[config.mk]
export PLATFORM = sky130hd
export DESIGN_NAME = mul_div_unit
export DESIGN_NICKNAME = d
export VERILOG_FILES = /design/src/rtl/mul_div_unit.sv
export SDC_FILE = /design/constraint.sdc
export NUM_CORES = 1
export LEC_CHECK = 0
export BUFFER_PORTS_ARGS = -buffer_cell sky130_fd_sc_hd__buf_2
export CORE_MARGIN = 4
export CORE_UTILIZATION = 58
export CTS_CLUSTER_DIAMETER = 120
export CTS_CLUSTER_SIZE = 25
export DETAILED_ROUTE_END_ITERATION = 6
export PLACE_DENSITY = 0.79
export REMOVE_ABC_BUFFERS = 1
export SYNTH_ARGS = -nofsm -noshare
export SYNTH_HDL_FRONTEND = slang
export SYNTH_SLANG_ARGS = --single-unit
[constraint.sdc]
create_clock -name clk -period 8.7 [get_ports clk]
set_clock_uncertainty 0.15 [all_clocks]
set_input_delay 0.87 -clock clk [delete_from_list [all_inputs] [get_ports clk]]
set_output_delay 0.87 -clock clk [all_outputs]
set_load 0.05 [all_outputs]
[src/rtl/mul_div_unit.sv]
// Iterative 32x32 multiply / 32/32 divide unit with HI/LO result registers.
// Every operation takes a fixed 33 edges: 32 shift steps on magnitudes plus one sign-fixup edge.
module mul_div_unit (
    input  logic        clk,
    input  logic        rst_n,
    input  logic        start,
    input  logic [1:0]  op,
    input  logic [31:0] A,
    input  logic [31:0] B,
    input  logic        mthi,
    input  logic        mtlo,
    input  logic [31:0] wdata,
    output logic        busy,
    output logic        done,
    output logic [31:0] hi,
    output logic [31:0] lo
);

    typedef enum logic [1:0] {
        ST_IDLE = 2'b00,
        ST_CALC = 2'b01,
        ST_SIGN = 2'b10
    } state_t;

    state_t      state_q;
    logic        is_div_q;
    logic        neg_q;
    logic        rneg_q;
    logic [31:0] a_q;
    logic [31:0] y_q;
    logic [31:0] acc_q;
    logic [31:0] mq_q;
    logic [4:0]  cnt_q;
    logic        busy_q;
    logic        done_q;
    logic [31:0] hi_q;
    logic [31:0] lo_q;

    logic [31:0] acc_d;
    logic [31:0] mq_d;
    logic [32:0] add_s;
    logic [32:0] shifted_s;
    logic        ge_s;
    logic [63:0] prod_s;
    logic [31:0] res_hi_s;
    logic [31:0] res_lo_s;
    logic        acc_signed_s;
    logic [31:0] a_mag_s;
    logic [31:0] b_mag_s;

    function automatic logic [31:0] cond_neg32(input logic [31:0] v, input logic en);
        cond_neg32 = en ? (~v + 32'd1) : v;
    endfunction

    function automatic logic [63:0] cond_neg64(input logic [63:0] v, input logic en);
        cond_neg64 = en ? (~v + 64'd1) : v;
    endfunction

    // Operand magnitudes captured on the accepting edge; op[0] selects signed forms.
    always_comb begin
        acc_signed_s = op[0];
        a_mag_s      = cond_neg32(A, acc_signed_s & A[31]);
        b_mag_s      = cond_neg32(B, acc_signed_s & B[31]);
    end

    // One iteration of shift-add multiply or restoring shift-subtract divide.
    always_comb begin
        add_s     = 33'd0;
        shifted_s = {acc_q, mq_q[31]};
        ge_s      = (shifted_s >= {1'b0, y_q});
        acc_d     = acc_q;
        mq_d      = mq_q;
        if (is_div_q) begin
            if (ge_s) begin
                acc_d = shifted_s[31:0] - y_q;
                mq_d  = {mq_q[30:0], 1'b1};
            end else begin
                acc_d = shifted_s[31:0];
                mq_d  = {mq_q[30:0], 1'b0};
            end
        end else begin
            if (mq_q[0]) begin
                add_s = {1'b0, acc_q} + {1'b0, y_q};
            end else begin
                add_s = {1'b0, acc_q};
            end
            acc_d = add_s[32:1];
            mq_d  = {add_s[0], mq_q[31:1]};
        end
    end

    // Final HI/LO values: sign correction, with divide-by-zero overriding the iterative result.
    always_comb begin
        prod_s   = cond_neg64({acc_q, mq_q}, neg_q);
        res_hi_s = prod_s[63:32];
        res_lo_s = prod_s[31:0];
        if (is_div_q) begin
            if (y_q == 32'd0) begin
                res_hi_s = a_q;
                res_lo_s = 32'hFFFF_FFFF;
            end else begin
                res_hi_s = cond_neg32(acc_q, rneg_q);
                res_lo_s = cond_neg32(mq_q, neg_q);
            end
        end else begin
            res_hi_s = prod_s[63:32];
            res_lo_s = prod_s[31:0];
        end
    end

    // Control FSM, iteration datapath registers and architectural HI/LO.
    always_ff @(posedge clk or negedge rst_n) begin
        if (!rst_n) begin
            state_q  <= ST_IDLE;
            is_div_q <= 1'b0;
            neg_q    <= 1'b0;
            rneg_q   <= 1'b0;
            a_q      <= 32'd0;
            y_q      <= 32'd0;
            acc_q    <= 32'd0;
            mq_q     <= 32'd0;
            cnt_q    <= 5'd0;
            busy_q   <= 1'b0;
            done_q   <= 1'b0;
            hi_q     <= 32'd0;
            lo_q     <= 32'd0;
        end else begin
            done_q <= 1'b0;
            case (state_q)
                ST_IDLE: begin
                    if (start) begin
                        is_div_q <= op[1];
                        neg_q    <= acc_signed_s & (A[31] ^ B[31]);
                        rneg_q   <= acc_signed_s & A[31];
                        a_q      <= A;
                        y_q      <= b_mag_s;
                        acc_q    <= 32'd0;
                        mq_q     <= a_mag_s;
                        cnt_q    <= 5'd0;
                        busy_q   <= 1'b1;
                        state_q  <= ST_CALC;
                    end else begin
                        // Moves to HI/LO are only honoured when no operation is being accepted.
                        if (mthi) begin
                            hi_q <= wdata;
                        end
                        if (mtlo) begin
                            lo_q <= wdata;
                        end
                    end
                end
                ST_CALC: begin
                    acc_q <= acc_d;
                    mq_q  <= mq_d;
                    if (cnt_q == 5'd31) begin
                        state_q <= ST_SIGN;
                    end else begin
                        cnt_q <= cnt_q + 5'd1;
                    end
                end
                ST_SIGN: begin
                    hi_q    <= res_hi_s;
                    lo_q    <= res_lo_s;
                    done_q  <= 1'b1;
                    busy_q  <= 1'b0;
                    cnt_q   <= 5'd0;
                    state_q <= ST_IDLE;
                end
                default: begin
                    busy_q  <= 1'b0;
                    cnt_q   <= 5'd0;
                    state_q <= ST_IDLE;
                end
            endcase
        end
    end

    assign busy = busy_q;
    assign done = done_q;
    assign hi   = hi_q;
    assign lo   = lo_q;

endmodule
==> flow_metrics.env, run 1 <==
export IMPL_worst_pin_slew_ps=1100
export IMPL_instances_no_fill=2599
export IMPL_die_h_um=179
export IMPL_htreeDepth=1
export IMPL_synth_area_top_cells="dfrtp_1, nand2_1, o21ai_0, xnor2_1, ha_1"
export IMPL_clkPwrFrac_pct=8.5
export IMPL_violations="design-rule violations"
export IMPL_synth_common_cells="nand2_1, o21ai_0, dfrtp_1"
export IMPL_status="finished with violations"
export IMPL_drt_met1_wl_um=22400
export IMPL_hold_buffers=0
export IMPL_async_flop_share_pct=100
export IMPL_via_per_inst=6.51
export IMPL_ff2ff_path_depth=10
export IMPL_ys_ff_latch=204
export IMPL_netlist_area_leader_share_pct=30.1
export IMPL_cts_reportedPaths_clkPinSlew_ps=110
export IMPL_grt_pass1_vias=15851
export IMPL_switchingPower_w=0.00395
export IMPL_fin_crit_ps=4190
export IMPL_ys_seq_area_share_pct=30.1
export IMPL_avgSynthCellArea_um2=7.79
export IMPL_p_leak_nw=7.77
export IMPL_r2r_end="acc_q[30]"
export IMPL_cp_required_ps=8920
export IMPL_num_antenna_cells=0
export IMPL_power_internal_w=0.00352
export IMPL_syn_inst=2177
export IMPL_worstSetupPathType="flip-flop to flip-flop"
export IMPL_cts_buffers=12
export IMPL_synth_edf_count=0
export IMPL_numClockSinks=204
export IMPL_min_period_over_period_pct=48.2
export IMPL_grt_ovfl_total=0
export IMPL_hold_class="input port to asynchronous set/reset pin"
export IMPL_antenna_found_initial=0
export IMPL_rows=62
export IMPL_drive_above_1_share_pct=11.3
export IMPL_clockRootBuffer="clkbuf_16"
export IMPL_routabilityCongestion=0.994
export IMPL_seqCellArea_um2=5110
export IMPL_cts_path_max_buffers=3
export IMPL_start_util_pct=58.9
export IMPL_maxCapViolations=0
export IMPL_drt_iter0_markers=1707
export IMPL_ys_flop_type="dfrtp_1"
export IMPL_coreArea_um2=28800
export IMPL_p_seq_share_pct=26.4
export IMPL_critPathLaunchType="flip-flop"
export IMPL_grt_first_pass_wirelength_um=84700
export IMPL_placed_area_um2=17800
export IMPL_maxUsedRoutingLayer="met4"
export IMPL_slew_headroom_pct=26.6
export IMPL_cp_end_kind="flip-flop"
export IMPL_design_area_um2=18200
export IMPL_nFillCells=2645
export IMPL_drt_wl_total_um=53900
export IMPL_yosys_area_top_type="dfrtp_1"
export IMPL_dp_cells=2582
export IMPL_wl_per_cell_um=20.7
export IMPL_drc=2
export IMPL_post_cts_resized=0
export IMPL_final_nets=2387
export IMPL_rsz0062_at_grt="false"
export IMPL_area_growth_pct=7.18
export IMPL_p_per_area_nw_per_um2=411
export IMPL_yosys_warnings=0
export IMPL_wl_met3_um=4640
export IMPL_yosys_cell_types_count=81
export IMPL_grt_max_degree=93
export IMPL_peakVddDrop_v=0.000198
export IMPL_netlist_area_um2=17000
export IMPL_finalSetupTns_ps=0
export IMPL_combPwrFrac_pct=65.1
export IMPL_insertion_delay_ps=500
export IMPL_crit_fanout=25
export IMPL_synthMostInstantiatedCell="nand2_1"
export IMPL_die_width_um=179
export IMPL_finalSetupViolations=0
export IMPL_die_area_um2=32000
export IMPL_cts_tree="built"
export IMPL_ios=169
export IMPL_hpwl_um=39100
export IMPL_routed_wl_met2_um=24700
export IMPL_r2r_slack_ps=4510
export IMPL_hold_ws_ps=260
export IMPL_grt_usage_pct=32.8
export IMPL_post_cts_setup_buffers=0
export IMPL_hold_viol=0
export IMPL_p_sw_share_pct=52.9
export IMPL_fmax_mhz=238
export IMPL_ant_nets=0
export IMPL_port_buffers=168
export IMPL_reg2reg_from="acc_q[28]"
export IMPL_critPathArrivalTime_ps=4420
export IMPL_dr_pass1_iters=7
export IMPL_num_vias=16913
export IMPL_slew_violations=0
export IMPL_multi_input_area_um2=11000
worst max-delay path: stages, from the launching register on:
cell	delay, ps
dfrtp_1	550
ha_1	470
nand2_1	110
or4b_2	720
nor3_1	330
a31oi_1	230
o21ai_2	300
buf_4	420
nand2_1	170
a2111oi_0	460
a2111oi_0	140
cells by family (layout without fill, tap and decap cells):
group / after synthesis / in the layout / share of synthesized area, %
AO/OA/AOI/OAI: 711 / 711 / 26.4
XOR/XNOR: 191 / 191 / 9.86
buffers and inverters: 229 / 267 / 5.16
flip-flops: 204 / 204 / 30.1
multiplexers: 52 / 52 / 3.11
adder cells (fa/ha/maj): 72 / 72 / 5.40
AND/OR/NAND/NOR: 718 / 718 / 20.0
area by class of cell:
type                    instances  share of cell area (%)
multi-input cells            1744                    60.5
flip-flops and latches        204                    28.1
repair buffers                187                    5.46
well taps                     384                    2.64
clock buffers                  15                    1.83
inverters                      63                    1.30
clock inverters                 2                   0.151
state kept, by name, summed over array words and instances (netlist names):
register / flops
a_q: 32
acc_q: 32
busy: 1
cnt_q: 5
done: 1
hi: 32
is_div_q: 1
lo: 32
mq_q: 32
neg_q: 1
rneg_q: 1
state_q: 2
y_q: 32
power groups by stage:
stage | clock network (W) | logic [W] | registers, W
6_report | 0.000635 | 0.00486 | 0.00197
4_1_cts | 0.000639 | 0.00479 | 0.00194
3_5_place_dp | 0 | 0.00476 | 0.00196
3_3_place_gp | 0 | 0.00471 | 0.00194
2_1_floorplan | 0 | 0.00328 | 0.00216
5_1_grt | 0.000666 | 0.00533 | 0.00202
how the worst max path moves through the flow:
| stage | from | end | slack (ps) | cells after the start |
|---|---|---|---|---|
| global route | acc_q[2] | acc_q[30] | 4320 | 11 |
| detailed placement | y_q[29] | acc_q[30] | 4600 | 11 |
| finish | acc_q[28] | acc_q[30] | 4510 | 10 |
| floorplan | start | acc_q[30] | 300 | 7 |
| CTS | acc_q[28] | acc_q[29] | 4580 | 10 |
| global placement | acc_q[28] | acc_q[30] | 4660 | 10 |
routing by layer:
metal,vias up,global-route usage [%]
met5,-,0
met3,129,3.21
met1,8028,44.9
met2,832,54.1
li1,7924,-
met4,0,12.2
per-stage QoR:
| stage | setup slack (ps) | power, W | utilization, % |
|---|---|---|---|
| 2_1_floorplan | 300 | 0.00543 | - |
| 3_3_place_gp | 4660 | 0.00665 | 61.9 |
| 3_5_place_dp | 4600 | 0.00673 | 61.9 |
| 4_1_cts | 4580 | 0.00738 | 63.2 |
| 5_1_grt | 4320 | 0.00802 | 63.2 |
| 6_report | 4510 | 0.00746 | 63.2 |
placed cells by master, fill, tap and decap left out, drive strengths merged, types with 17 or more instances in the layout:
cell,n
o21ai,217
nand4,17
nor4,30
dfrtp,204
o22ai,47
or3,28
xnor2,117
nand2,332
a211oi,33
nand3,38
o211ai,52
o31ai,26
nor2b,21
a21oi,167
a21o,23
a31oi,27
nor2,124
nor3,34
buf,186
inv,63
xor2,74
ha,70
mux2i,47
Note: power is estimated with default switching activity, not from simulation.
==> run 2: changes to the inputs <==
- clock period: 8.7 -> 4.05 ns (I/O delays scaled with it)
==> run 2 against run 1 <==
The run now ends clean. Maximum frequency up 14%. Critical path depth up 2. Hold slack lost 250 ps. Clock power up 120%. Largest power group unchanged. Highest routed layer is now met5.
==> flow_metrics.env, run 2 (same netlist as run 1, synthesis figures left out) <==
export IMPL_numClockSinks=204
export IMPL_htreeDepth=1
export IMPL_dp_cells=2635
export IMPL_fin_crit_ps=3670
export IMPL_drc=0
export IMPL_coreArea_um2=28800
export IMPL_cp_required_ps=4340
export IMPL_p_per_area_nw_per_um2=879
export IMPL_wl_per_cell_um=20.9
export IMPL_start_util_pct=58.9
export IMPL_mostFrequentLayoutCells="nand2_1, o21ai_0, dfrtp_1"
export IMPL_drt_met1_wl_um=22700
export IMPL_port_buffers=168
export IMPL_cts_path_max_buffers=3
export IMPL_via_per_inst=6.52
export IMPL_hold_class="input port to flip-flop"
export IMPL_num_vias=17340
export IMPL_rows=62
export IMPL_area_growth_pct=10.2
export IMPL_hold_viol=0
export IMPL_ant_nets=0
export IMPL_drive_above_1_share_pct=13.4
export IMPL_final_common_cell="nand2_1"
export IMPL_maxCapViolations=0
export IMPL_insertion_delay_ps=510
export IMPL_design_area_um2=18700
export IMPL_die_area_um2=32000
export IMPL_fmax_mhz=273
export IMPL_worstSetupPathType="flip-flop to flip-flop"
export IMPL_instances_no_fill=2661
export IMPL_slowest_stage="or4b_2"
export IMPL_crit_fanout=13
export IMPL_maxUsedRoutingLayer="met5"
export IMPL_cts_tree="built"
export IMPL_cts_reportedPaths_clkPinSlew_ps=110
export IMPL_finalSetupTns_ps=0
export IMPL_grt_first_pass_wirelength_um=87100
export IMPL_p_leak_nw=8.08
export IMPL_final_nets=2449
export IMPL_critPathMaxStageDelay_ps=750
export IMPL_cts_buffers=12
export IMPL_grt_ovfl_total=0
export IMPL_ios=169
export IMPL_critPathTopFamily="simple AND/OR/NAND/NOR gates"
export IMPL_drt_wl_total_um=55700
export IMPL_slew_violations=0
export IMPL_grt_pass1_vias=16319
export IMPL_clockRootBuffer="clkbuf_16"
export IMPL_die_h_um=179
export IMPL_routed_wl_met2_um=25800
export IMPL_worst_pin_slew_ps=1080
export IMPL_min_period_over_period_pct=90.6
export IMPL_crit_buf_inv=4
export IMPL_critPathArrivalTime_ps=3950
export IMPL_grt_usage_pct=33.8
export IMPL_placed_area_um2=18200
export IMPL_finalSetupViolations=0
export IMPL_drt_iter0_markers=1831
export IMPL_hpwl_um=41100
export IMPL_num_antenna_cells=0
export IMPL_peakVddDrop_v=0.000358
export IMPL_slew_headroom_pct=28.0
export IMPL_path_cells="inv_1 > ha_1 > inv_1 > or4b_2 > nor3_1 > a31oi_1 > o21ai_2 > buf_4 > buf_4 > mux2i_1 > a221o_1 > nand2_1"
export IMPL_status="finished, final reports clean"
export IMPL_critPathLaunchType="flip-flop"
export IMPL_dr_pass1_iters=7
export IMPL_rsz0062_at_grt="false"
export IMPL_grt_max_degree=100
export IMPL_die_width_um=179
export IMPL_cp_end_kind="flip-flop"
export IMPL_antenna_found_initial=1
export IMPL_wl_met3_um=5160
export IMPL_routabilityCongestion=1.03
[run 2: per-stage QoR]
| stage | hold slack, ps | worst slack (ps) | total power [W] | utilization (%) |
|---|---|---|---|---|
| final | 11.4 | 381 | 0.0164 | 64.9 |
| after global routing | 19.8 | 100 | 0.0176 | 64.9 |
| after floorplan | -40.6 | -4020 | 0.0117 | - |
| after global placement | 306 | 458 | 0.0146 | 63.3 |
| after detailed placement | 308 | 357 | 0.0148 | 63.3 |
| after CTS | 5.82 | 334 | 0.0162 | 64.9 |
[run 2: report_power, final]
part           internal (W)  switching (W)  leakage (nW)  total, W
sequential          0.00285        0.00100          2.46   0.00385
combinational       0.00440        0.00680          5.44    0.0112
clock              0.000601       0.000778         0.176   0.00138
total               0.00785        0.00858          8.08    0.0164
[run 2: worst paths after layout]
kind | start | end | slack (ps) | cells after the start
worst max-delay path | y_q[31] | acc_q[7] | 380 | 12
worst min-delay path | A[4] | a_q[4] | 10 | 3
worst max register to register | y_q[31] | acc_q[7] | 380 | 12
worst min register to register | lo[24] | lo[24] | 330 | 2
max in group asynchronous | rst_n | neg_q | 2380 | 3
min in group asynchronous | rst_n | acc_q[16] | 360 | 2
[run 2: tightest hold or removal path: stages]
cell and delay, ps:
buf_2 120, nand2_1 60, nand2_1 50
[run 2: area by class of cell]
| class | count | area, um2 |
|---|---|---|
| repair buffers | 249 | 1490 |
| well taps | 384 | 480 |
| multi-input cells | 1744 | 11000 |
| clock inverters | 2 | 27.5 |
| fillers | 2623 | 10100 |
| flip-flops and latches | 204 | 5110 |
| clock buffers | 15 | 333 |
| inverters | 63 | 236 |
[run 2: metal layers]
metal | vias to the layer above | track usage [%]
met5 | - | 0
met1 | 8206 | 45.7
met3 | 155 | 4.20
met4 | 2 | 11.6
li1 | 8067 | -
met2 | 910 | 56.3
[run 2: what timing repair did]
| item | in CTS | in global routing |
|---|---|---|
| hold endpoints to repair | 93 | 0 |
| setup endpoints to repair | 0 | 3 |
| resized for setup | 0 | 1 |
| hold buffers | 9 | 0 |
| buffers inserted | 0 | 0 |
==> run 3: changes to the inputs <==
- ABC_AREA: unset -> 1
- HOLD_SLACK_MARGIN: unset -> 0.15
- PLACE_DENSITY: 0.79 -> 0.78
==> run 3 against run 2 <==
Critical path depth is 3 higher. Hold slack better by 140 ps. Highest routed layer unchanged. Critical endpoint is now acc_q[13]. Worst setup slack gained 420 ps. Register-to-register slack improved by 420 ps.
==> flow_metrics.env, run 3 <==
export IMPL_status="finished, final reports clean"
export IMPL_drt_wl_total_um=83100
export IMPL_die_width_um=194
export IMPL_grt_util_met1_pct=60.5
export IMPL_instances_no_fill=4069
export IMPL_yosys_area_top_type="dfrtp_1"
export IMPL_critPathArrivalTime_ps=3530
export IMPL_hold_viol=0
export IMPL_slew_violations=0
export IMPL_rsz0062_at_grt="false"
export IMPL_post_cts_resized=0
export IMPL_cp_num_cells=15
export IMPL_ant_nets=0
export IMPL_netlist_area_leader_share_pct=25.5
export IMPL_cts_buffers=12
export IMPL_ios=169
export IMPL_grt_pass1_vias=22570
export IMPL_cp_required_ps=4340
export IMPL_hold_class="input port to flip-flop"
export IMPL_yosys_area_share_simple_pct=42.5
export IMPL_antenna_found_initial=5
export IMPL_critPathMaxStageDelay_ps=510
export IMPL_synth_common_cells="nand2_1, inv_1, nor2_1"
export IMPL_start_util_pct=59.2
export IMPL_yosys_warnings=0
export IMPL_async_flop_share_pct=100
export IMPL_die_area_um2=37500
export IMPL_critPathLaunchType="flip-flop"
export IMPL_finalSetupViolations=0
export IMPL_yosys_cell_types_count=51
export IMPL_cp_end_kind="flip-flop"
export IMPL_grt_first_pass_wirelength_um=128000
export IMPL_avgSynthCellArea_um2=5.78
export IMPL_dp_cells=3978
export IMPL_gr_usage_met2_pct=60.8
export IMPL_hpwl_um=64100
export IMPL_synth_area_top_cells="dfrtp_1, nand2_1, inv_1, nand3_1, nor2_1"
export IMPL_port_buffers=168
export IMPL_min_period_over_period_pct=80.2
export IMPL_worst_pin_slew_ps=1080
export IMPL_area_growth_pct=11.1
export IMPL_ys_ff_latch=204
export IMPL_maxCapViolations=0
export IMPL_die_h_um=194
export IMPL_busiest_layer="met2"
export IMPL_grt_ovfl_total=0
export IMPL_wl_per_cell_um=20.4
export IMPL_grt_usage_pct=42.2
export IMPL_ff2ff_path_depth=15
export IMPL_crit_buf_inv=2
export IMPL_synthAdderAreaFrac_pct=4.58
export IMPL_worstSetupPathType="flip-flop to flip-flop"
export IMPL_syn_inst=3461
export IMPL_path_cells="ha_1 > inv_1 > fa_1 > inv_1 > nand3_1 > nand3_1 > nand2_1 > nand2_1 > nand2_1 > nand2_1 > xor2_1 > nand2_1 > a21oi_1 > nand2_1 > nand2_1"
export IMPL_synth_top_family_by_area="simple AND/OR/NAND/NOR gates"
export IMPL_final_common_cell="nand2_1"
export IMPL_ys_flop_type="dfrtp_1"
export IMPL_drc=0
export IMPL_insertion_delay_ps=500
export IMPL_grt_max_degree=82
export IMPL_coreArea_um2=33800
export IMPL_slew_headroom_pct=27.8
export IMPL_routabilityCongestion=1.07
export IMPL_synthXorXnorAreaFrac_pct=3.46
export IMPL_ys_seq_area_share_pct=25.5
export IMPL_synthMostInstantiatedCell="nand2_1"
export IMPL_dr_pass1_iters=7
export IMPL_fmax_mhz=308
export IMPL_drt_iter0_markers=3446
export IMPL_fin_crit_ps=3250
export IMPL_netlist_area_um2=20000
export IMPL_critPathTopFamily="simple AND/OR/NAND/NOR gates"
export IMPL_clockRootBuffer="clkbuf_16"
export IMPL_synth_edf_count=0
export IMPL_slowest_stage="dfrtp_1"
export IMPL_r2r_slack_ps=800
export IMPL_min_path_cells=4
export IMPL_htreeDepth=1
export IMPL_rows=67
export IMPL_numClockSinks=204
export IMPL_drive_above_1_share_pct=7.68
export IMPL_num_vias=24668
export IMPL_cts_path_max_buffers=3
export IMPL_muxShareOfSynthArea_pct=0.0500
export IMPL_finalSetupTns_ps=0
export IMPL_cts_reportedPaths_clkPinSlew_ps=100
export IMPL_cpMostUsedCell="nand2_1"
export IMPL_cts_tree="built"
export IMPL_met3_usage_pct=14.4
export IMPL_synth_compound_area_share_pct=12.8
export IMPL_crit_fanout=6
export IMPL_via_per_inst=6.06
export IMPL_final_nets=3792
export IMPL_mostFrequentLayoutCells="nand2_1, inv_1, nor2_1"
-- run 3: changes by cell type after synthesis, sizes merged, moves of 32 or more --
cell    change
nand3     +279
a21oi      +50
clkbuf     -60
o22ai      -44
a211oi     -32
inv       +382
mux2i      -46
xnor2     -111
nor2      +266
o211ai     -42
nand2     +907
-- run 3: what timing repair did --
item                                   4_1_cts  5_1_grt
endpoints found under the hold margin      152        1
buffers inserted                             0        0
hold buffers                                72        1
-- run 3: layer usage --
metal	routed length [um]	vias up
li1	-	11268
met1	33100	11214
met2	33700	1899
met3	13100	281
met4	3140	6
met5	44	-
-- run 3: cell families (layout without fill, tap and decap cells) --
kind of cell,count (synthesis),count (layout)
other,0,1
AND/OR/NAND/NOR,2049,2049
AO/OA/AOI/OAI,485,485
multiplexers,1,1
flip-flops,204,204
buffers and inverters,571,730
adder cells (fa/ha/maj),72,72
XOR/XNOR,79,79
-- run 3: final timing paths --
kind,from,end
min,B[2],y_q[2]
max reg2reg,acc_q[0],acc_q[13]
max in group asynchronous,rst_n,neg_q
min in group asynchronous,rst_n,y_q[31]
max,acc_q[0],acc_q[13]
min reg2reg,lo[30],lo[30]
-- run 3: stage by stage --
| step | hold WS, ps | utilization (%) | worst slack (ps) | cell area, um2 |
|---|---|---|---|---|
| floorplan | -40.6 | - | -2300 | 19500 |
| global route | 163 | 65.8 | 674 | 22200 |
| detailed placement | 304 | 62.5 | 924 | 21100 |
| finish | 154 | 65.8 | 803 | 22200 |
| global placement | 298 | 62.5 | 1020 | 21100 |
| CTS | 150 | 65.8 | 915 | 22200 |
-- run 3: worst min-delay path, stage by stage --
cell	delay (ps)
buf_2	70
inv_1	70
xor2_1	140
o21ai_0	70
-- run 3: cell type report --
| class | count | area, um2 |
|---|---|---|
| clock buffers | 14 | 329 |
| well taps | 448 | 561 |
| multi-input cells | 2686 | 12700 |
| clock inverters | 3 | 51.3 |
| diodes | 1 | 2.50 |
| inverters | 445 | 1670 |
| flip-flops and latches | 204 | 5110 |
| fillers | 3173 | 11600 |
| repair buffers | 268 | 1800 |
Power of run 3 is not shown: default switching activity piles up to over one toggle a cycle in this logic, so the estimate is an artifact.
